`config.mk`:
```
export PLATFORM = sky130hd
export DESIGN_NAME = dvp_frame_tx
export DESIGN_NICKNAME = d
export VERILOG_FILES = /design/src/rtl/dvp_pkg.sv /design/src/rtl/dvp_timing_gen.sv /design/src/rtl/dvp_frame_tx.sv
export SDC_FILE = /design/constraint.sdc
export NUM_CORES = 1
export LEC_CHECK = 0
export BUFFER_PORTS_ARGS = -buffer_cell sky130_fd_sc_hd__buf_2
export CORE_MARGIN = 10
export CORE_UTILIZATION = 37
export CTS_CLUSTER_DIAMETER = 60
export CTS_CLUSTER_SIZE = 20
export DETAILED_ROUTE_END_ITERATION = 8
export SETUP_SLACK_MARGIN = 0.15
export SLEW_MARGIN = 20
export SYNTH_ARGS = -nofsm -noshare
export SYNTH_HDL_FRONTEND = slang
export SYNTH_HIERARCHICAL = 1
export SYNTH_SLANG_ARGS = --single-unit
```
`constraint.sdc`:
```
create_clock -name clk -period 1.9 [get_ports clk]
set_clock_uncertainty 0.15 [all_clocks]
set_input_delay 0 -clock clk [delete_from_list [all_inputs] [get_ports clk]]
set_output_delay 0 -clock clk [all_outputs]
set_load 0.01 [all_outputs]
```
`src/rtl/dvp_pkg.sv`:
```
// Shared types and helpers for the DVP frame transmitter.
package dvp_pkg;

    typedef enum logic [2:0] {
        IDLE,
        VSYNC,
        VBACK,
        ACTIVE,
        VFRONT
    } state_e;

    localparam bit BYTE_HI_FIRST = 1'b1;

    function automatic int line_total(input int w, input int hb);
        return 2 * w + hb;
    endfunction

    function automatic int max_int(input int a, input int b);
        return (a > b) ? a : b;
    endfunction

endpackage

```
`src/rtl/dvp_timing_gen.sv`:
```
// Frame/line sequencer: byte and line counters plus the vsync/back/active/front FSM.
module dvp_timing_gen
    import dvp_pkg::*;
#(
    parameter int IMAGE_W  = 1280,
    parameter int IMAGE_H  = 720,
    parameter int H_BLANK  = 64,
    parameter int VS_LINES = 4,
    parameter int V_BACK   = 8,
    parameter int V_FRONT  = 4
) (
    input  logic clk,
    input  logic rst_n,
    input  logic enable_i,
    output logic vsync_o,
    output logic href_o,
    output logic slot_odd_o,
    output logic frame_done_o,
    output logic pix_req_o
);

    localparam int LINE_T    = line_total(IMAGE_W, H_BLANK);
    localparam int ACT_BYTES = 2 * IMAGE_W;
    localparam int MAX_LINES = max_int(max_int(IMAGE_H, VS_LINES), max_int(V_BACK, V_FRONT));
    localparam int BYTE_W    = $clog2(LINE_T);
    localparam int LINE_W    = $clog2(MAX_LINES + 1);

    state_e              state_q, state_d;
    logic [BYTE_W-1:0]   byte_q, byte_d;
    logic [LINE_W-1:0]   line_q, line_d;
    logic [LINE_W-1:0]   last_line;
    logic                line_end, phase_end, next_line_active;

    always_comb begin
        last_line = '0;
        unique case (state_q)
            VSYNC:   last_line = LINE_W'(VS_LINES - 1);
            VBACK:   last_line = LINE_W'(V_BACK - 1);
            ACTIVE:  last_line = LINE_W'(IMAGE_H - 1);
            VFRONT:  last_line = LINE_W'(V_FRONT - 1);
            default: last_line = '0;
        endcase
    end

    assign line_end  = (byte_q == BYTE_W'(LINE_T - 1));
    assign phase_end = line_end && (line_q == last_line);

    // NOTE: every signal driven here gets a default first, so no path leaves one unassigned and no latch is inferred.
    always_comb begin
        state_d      = state_q;
        byte_d       = byte_q;
        line_d       = line_q;
        frame_done_o = 1'b0;
        if (state_q == IDLE) begin
            byte_d = '0;
            line_d = '0;
            if (enable_i) state_d = VSYNC;
        end else begin
            byte_d = line_end ? '0 : byte_q + 1'b1;
            if (line_end) line_d = line_q + 1'b1;
            if (phase_end) begin
                line_d = '0;
                unique case (state_q)
                    VSYNC:  state_d = (V_BACK > 0) ? VBACK : ACTIVE;
                    VBACK:  state_d = ACTIVE;
                    ACTIVE: begin
                        if (V_FRONT > 0) begin
                            state_d = VFRONT;
                        end else begin
                            frame_done_o = 1'b1;
                            state_d      = enable_i ? VSYNC : IDLE;
                        end
                    end
                    VFRONT: begin
                        frame_done_o = 1'b1;
                        state_d      = enable_i ? VSYNC : IDLE;
                    end
                    default: state_d = IDLE;
                endcase
            end
        end
    end

    // NOTE: state registers use non-blocking assignments so all flops update together at the edge.
    always_ff @(posedge clk) begin
        if (!rst_n) begin
            state_q <= IDLE;
            byte_q  <= '0;
            line_q  <= '0;
        end else begin
            state_q <= state_d;
            byte_q  <= byte_d;
            line_q  <= line_d;
        end
    end

    // Request looks two cycles ahead: it is registered once more before reaching pix_ready.
    assign next_line_active = (line_q != last_line) ? (state_q == ACTIVE)
                            : ((state_q == VBACK) || (state_q == VSYNC && V_BACK == 0));
    assign pix_req_o = (state_q == ACTIVE && !byte_q[0] && byte_q < BYTE_W'(ACT_BYTES - 2))
                    || (byte_q == BYTE_W'(LINE_T - 2) && next_line_active);

    assign vsync_o    = (state_q == VSYNC);
    assign href_o     = (state_q == ACTIVE) && (byte_q < BYTE_W'(ACT_BYTES));
    assign slot_odd_o = byte_q[0];

endmodule

```
`src/rtl/dvp_frame_tx.sv`:
```
// DVP transmitter: pulls RGB565 pixels and serialises them as two bytes per pixel.
module dvp_frame_tx
    import dvp_pkg::*;
#(
    parameter int IMAGE_W  = 1280,
    parameter int IMAGE_H  = 720,
    parameter int H_BLANK  = 64,
    parameter int VS_LINES = 4,
    parameter int V_BACK   = 8,
    parameter int V_FRONT  = 4
) (
    input  logic        clk,
    input  logic        rst_n,
    input  logic        enable,
    input  logic        pix_valid,
    input  logic [15:0] pix_data,
    output logic        pix_ready,
    output logic        cmos_vsync,
    output logic        cmos_href,
    output logic [7:0]  cmos_data,
    output logic        frame_done,
    output logic        underflow
);

    logic        pix_req, slot_odd;
    logic        pix_ready_q;
    logic [15:0] pix_q, pix_d;
    logic        underflow_q, underflow_d;
    logic [7:0]  first_byte, second_byte;

    dvp_timing_gen #(
        .IMAGE_W  (IMAGE_W),
        .IMAGE_H  (IMAGE_H),
        .H_BLANK  (H_BLANK),
        .VS_LINES (VS_LINES),
        .V_BACK   (V_BACK),
        .V_FRONT  (V_FRONT)
    ) u_timing (
        .clk          (clk),
        .rst_n        (rst_n),
        .enable_i     (enable),
        .vsync_o      (cmos_vsync),
        .href_o       (cmos_href),
        .slot_odd_o   (slot_odd),
        .frame_done_o (frame_done),
        .pix_req_o    (pix_req)
    );

    // A missing pixel is replaced by black so line timing never stretches.
    always_comb begin
        pix_d       = pix_q;
        underflow_d = underflow_q;
        if (pix_ready_q) begin
            pix_d = pix_valid ? pix_data : 16'h0000;
            if (!pix_valid) underflow_d = 1'b1;
        end
    end

    always_ff @(posedge clk) begin
        if (!rst_n) begin
            pix_ready_q <= 1'b0;
            pix_q       <= 16'h0000;
            underflow_q <= 1'b0;
        end else begin
            pix_ready_q <= pix_req;
            pix_q       <= pix_d;
            underflow_q <= underflow_d;
        end
    end

    assign first_byte  = BYTE_HI_FIRST ? pix_q[15:8] : pix_q[7:0];
    assign second_byte = BYTE_HI_FIRST ? pix_q[7:0]  : pix_q[15:8];
    assign cmos_data   = !cmos_href ? 8'h00 : (slot_odd ? second_byte : first_byte);
    assign pix_ready   = pix_ready_q;
    assign underflow   = underflow_q;

endmodule

```
======== Word level (Yosys, flattened, before mapping) ========
Index checks and enable logic that the tools add are counted.
cells by class
  add/sub/neg operators ................... 2
  $lt $le $gt $ge ......................... 2
  muxes and demuxes ....................... 13
  equality and inequality tests ........... 9
  reductions and logical operators ........ 14
  bitwise gates (word level) .............. 2
operators with widths
  kind                     number
  $pmux W10 S3             1
  $eq A12 B12 Y1 const B   2
  $lt A12 B12 Y1 const B   2
  $mux W16                 1
  $mux W8                  2
  $add A12 B1 Y12 const B  1
  $pmux W3 S4              1
  $add A10 B1 Y10 const B  1
  $eq A10 B10 Y1           1
  $ne A10 B10 Y1           1
  $mux W3                  3
  $eq A3 B2 Y1 const B     2
  $reduce_or A3 Y1         2
  $logic_and A1 B1 Y1      5
  $mux W1                  5
  $reduce_and A2 Y1        2
  $eq A3 B1 Y1 const B     1
  $eq A3 B3 Y1 const B     1
  $logic_not A3 Y1         1
  $ne A2 B2 Y1 const B     1
  $not A1 Y1               2
  $reduce_bool A2 Y1       1
  $reduce_or A2 Y1         1
  $logic_not A1 Y1         1
  $logic_or A1 B1 Y1       1
word-level totals
  logic and storage cells ................. 48
  register bits after elaboration ......... 43
  output and inout port bits .............. 13
  input port bits ......................... 20

======== Logic depth before layout (Yosys ltp) ========
  depth in word-level cells ............... 7
  mapped depth ............................ 8
  mapped depth without buffers ............ 7

======== Hierarchy ========
Netlist, hierarchy kept.
by module, submodules not included
  module          seq. area each (um^2)  cells each  area each (um^2)  times used
  dvp_timing_gen  500.5                  148         1,288.7           1
  dvp_frame_tx    360.3                  95          882.1             1

======== Worst setup path before layout ========
OpenSTA, ideal clock, no wires.
  kind .................................... register to register
  start point ............................. register u_timing.line_q[7]
  end point ............................... register u_timing.line_q[9]
  setup time .............................. 0.115 ns
  buffers on the path ..................... 1
  stages on the path, launching flop included .. 8
  slack ................................... -0.064 ns
  arrival time ............................ 1.699 ns
  cells stage by stage .................... dfxtp_1 or4_1 mux2i_1 nand3_1 nor3b_4 nand2b_1 buf_6 nor2_1
on the way
  longest elaborated chain between the ends .. 3
ends and longest elaborated chain
  what                                                     RTL line              text
  start, declared                                          dvp_timing_gen.sv:30  logic [LINE_W-1:0] line_q, line_d;
  start signal, assigned                                   dvp_timing_gen.sv:93  line_q <= line_d;
  branches (longest 3 deep; another with $add A10 B1 Y10)  --
Several ways; the timed one is not identified.
A chain may end at the register's enable or synchronous reset.

======== Final worst setup path ========
  start point ............................. register u_timing.line_q[7]
  end point ............................... output port frame_done
on the way
  longest elaborated chain between the ends .. 4
ends and longest elaborated chain
  what                 RTL line              text
  $eq A10 B10 Y1       dvp_timing_gen.sv:46  assign phase_end = line_end && (line_q == last_line);
  $logic_and A1 B1 Y1  dvp_timing_gen.sv:46
  $mux W1              dvp_timing_gen.sv:61  if (phase_end) begin
  $mux W1              dvp_timing_gen.sv:54  if (state_q == IDLE) begin
  end, declared        dvp_frame_tx.sv:21    output logic frame_done,
Every way passes these cells.

==> metrics.txt <==
Startpoint Class register; RR Endpoint u_timing/state_q[0]$_SDFFE_PN0P_; count of cell types in the netlist 35; Mapped Avg Cell Area 8.93 um2; # setup viols final 15; clk_lat worst skew 0.29 ns; layout cell share with drive strength beyond 1 33.3%; final cycle utilization of the critical path 114%; wire per inst between 10 and 15 um; grt total ovfl 0; IO buf count 32; Period minus WS final around 2.2 ns; drt drc 0; worst hold slack 0.0854 ns; RR Startpoint u_timing/line_q[7]$_SDFFE_PP0P_; FP Rows 27; worst-path cell chain or4_1 -> mux2i_1 -> nand3_2 -> nor3b_4 -> buf_6 -> and3_4 -> buf_6; first-pass GRT wire length 8320 um; number of global-route vias before repair 1881; Synth area leaders dfxtp_1 40%, nand4_1 7.2%, nand3b_1 5.9%; Yosys warnings 6; Syn Nets 266; WHS Path Cells 3; Finished Core Util 56.2%; dpl cells 366; Slew @ Worst Pin 0.438 ns; FF+latch area 863 um2; via count between 1500 and 2000; TritonCTS clock tree yes; post-synth top area cell dfxtp_1; CP max stage cell or4_1; Worst R2R Setup Slack -0.20 ns; CP Launch Point u_timing/line_q[7]$_SDFFE_PP0P_; die area 9330 um2; violated checks setup timing; die span in x 96.6 um; CTS buffer count 5; share of synthesized registers carrying an async set or reset 0%; Ant. Diodes 0; fillcell total 494; Hold Path Class in2reg; area of the multi-input gates 1300 um2; number of synthesized flops with an enable pin 0; die span in y 96.6 um; hold path start rst_n; initial antenna violation count 0; Top Ports 33; sequential area share after synthesis 39.7%; Area Overhead vs Synth 45.1%; Lkg Pwr 1.25 nW; R2R cell count 8; crit end category primary output; Worst-path clk slew approximately 0.080 ns; status finished with violations; Fin. Hold Viols 0; DRT Pass-1 Iters 4; Setup TNS -1.88 ns; RSZ-0062 raised after global routing true; Rel. slew slack 70.8%; Starting Density between 30 and 40%; Max Slew Vio Count 0; Clock Sinks 43; Post-Syn Area about 2200 um2; dpl hpwl 3470 um; CP arrival 2.02 ns; most used flip-flop cell after synthesis dfxtp_1; Worst Path Required roughly 1.8 ns; total track usage 10.9%; Initial DRC Count 39; setup slack of the critical path after layout -0.269 ns; most instantiated cells after synthesis 43 x dfxtp_1, 30 x nor2_1, 25 x nand4_1; Largest stage delay, worst path 0.51 ns; WL final 5180 um; WHS Endpoint underflow$_SDFFE_PN0P_; nets@finish 356; Final Power roughly 1.7 mW; vias per cell 4.80; area fraction of the dominant cell type after synthesis 39.7%; Most common cell on crit path buf_6; root buffer cell clkbuf_8; most frequent cell after synthesis dfxtp_1; P per Cell Area 550 nW/um2; Final Non-Filler Cells 405; maximum VDD drop 0.000270 V; CORE AREA 5610 um2; critical path peak fanout 2; largest net degree at the start of global routing 38; GP Congestion 0.767; H-tree depth 2; # Max-Cap Violations 0; cells after synthesis 243; antenna viol nets, final 0; Max clock buf depth 2; Fmax achieved 461 MHz; critical path class reg2out; #FFs+latches synth 43
[sequential cells by signal (all words and copies together), names as in the netlist]
signal,flops
u_timing/state_q,3
pix_ready,1
underflow,1
u_timing/byte_q,12
u_timing/line_q,10
pix_q,16
[layer usage]
layer  vias to the layer above  routed length [um]  global-route usage (%)
li1                       1014                   -                       -
met1                       895                2440                    13.6
met2                        32                2420                    17.9
met3                         5                 271                    3.16
met4                         0                  40                    3.03
met5                         -                   0                       0
[layout make-up]
class	instances	area share, %
multi-input combinational	182	41.3
sequential	43	27.4
timing repair buffer	97	24.6
tap	72	2.86
clock buffer	5	2.18
clock inverter	2	1.19
inverter	4	0.477
[worst max-delay path by stage]
stage,to,slack (ns),depth (start not counted)
2_1_floorplan,u_timing/line_q[7]$_SDFFE_PP0P_,-0.06,7
3_3_place_gp,u_timing/state_q[0]$_SDFFE_PN0P_,-0.08,7
3_5_place_dp,u_timing/state_q[0]$_SDFFE_PN0P_,-0.10,6
4_1_cts,frame_done,-0.29,7
5_1_grt,frame_done,-0.33,7
6_report,frame_done,-0.27,7
[kinds of logic after synthesis]
| logic type | Yosys count | synth area share [%] |
|---|---|---|
| xor+xnor | 22 | 8.88 |
| simple gates | 136 | 34.9 |
| mux | 12 | 5.59 |
| buf+inv | 18 | 6.05 |
| fa+ha+maj | 3 | 1.73 |
| compound gates | 9 | 3.23 |
| flops | 43 | 39.7 |
[where the power goes]
| group | internal (mW) | total, mW | switching (mW) | leakage [nW] |
|---|---|---|---|---|
| logic | 0.0739 | 0.140 | 0.0659 | 0.848 |
| clock network | 0.384 | 0.687 | 0.303 | 0.0502 |
| registers | 0.904 | 0.907 | 0.00363 | 0.348 |
[critical path: cells and delay by family (launching register included)]
family	cells	cell delay (ns)
muxes	1	0.17
buffers and inverters	2	0.21
DFF	1	0.32
and+or+nand+nor	4	1.02
[cells in the final DEF (no fill, tap or decap), types with 2 or more instances in the layout]
cell           count
dfxtp_2            2
nor2_4             3
buf_6             14
ha_1               3
nor3_1             2
nand3_1            8
nand3b_1          17
a21boi_1           4
nor2b_4            6
dlygate4sd3_1     23
nand4_1           25
or2_2              2
nor2b_1            7
nor3b_1            2
nor2_2             8
xnor2_1            9
inv_1              4
nand2b_4           2
nor2_1            20
buf_2             25
buf_4             35
dfxtp_1           41
xor2_1            13
clkbuf_8           5
mux2i_1           11
o211ai_1           2
nand2_1           23
[per-stage QoR]
step                      worst slack [ns]  area (um2)
after CTS                           -0.288        2960
final                               -0.269        3150
after global placement             -0.0751        2550
after detailed placement            -0.105        2550
after floorplan                    -0.0622        2170
after global routing                -0.334        3150
[what timing repair did]
action | in CTS | in global routing
hold endpoints to repair | 17 | 0
gates resized for setup | 9 | 35
hold buffers | 23 | 0
pin swaps | 4 | 11
buffers inserted | 4 | 5
endpoints found under the setup margin | 27 | 35
(Power assumes the default switching activity.)
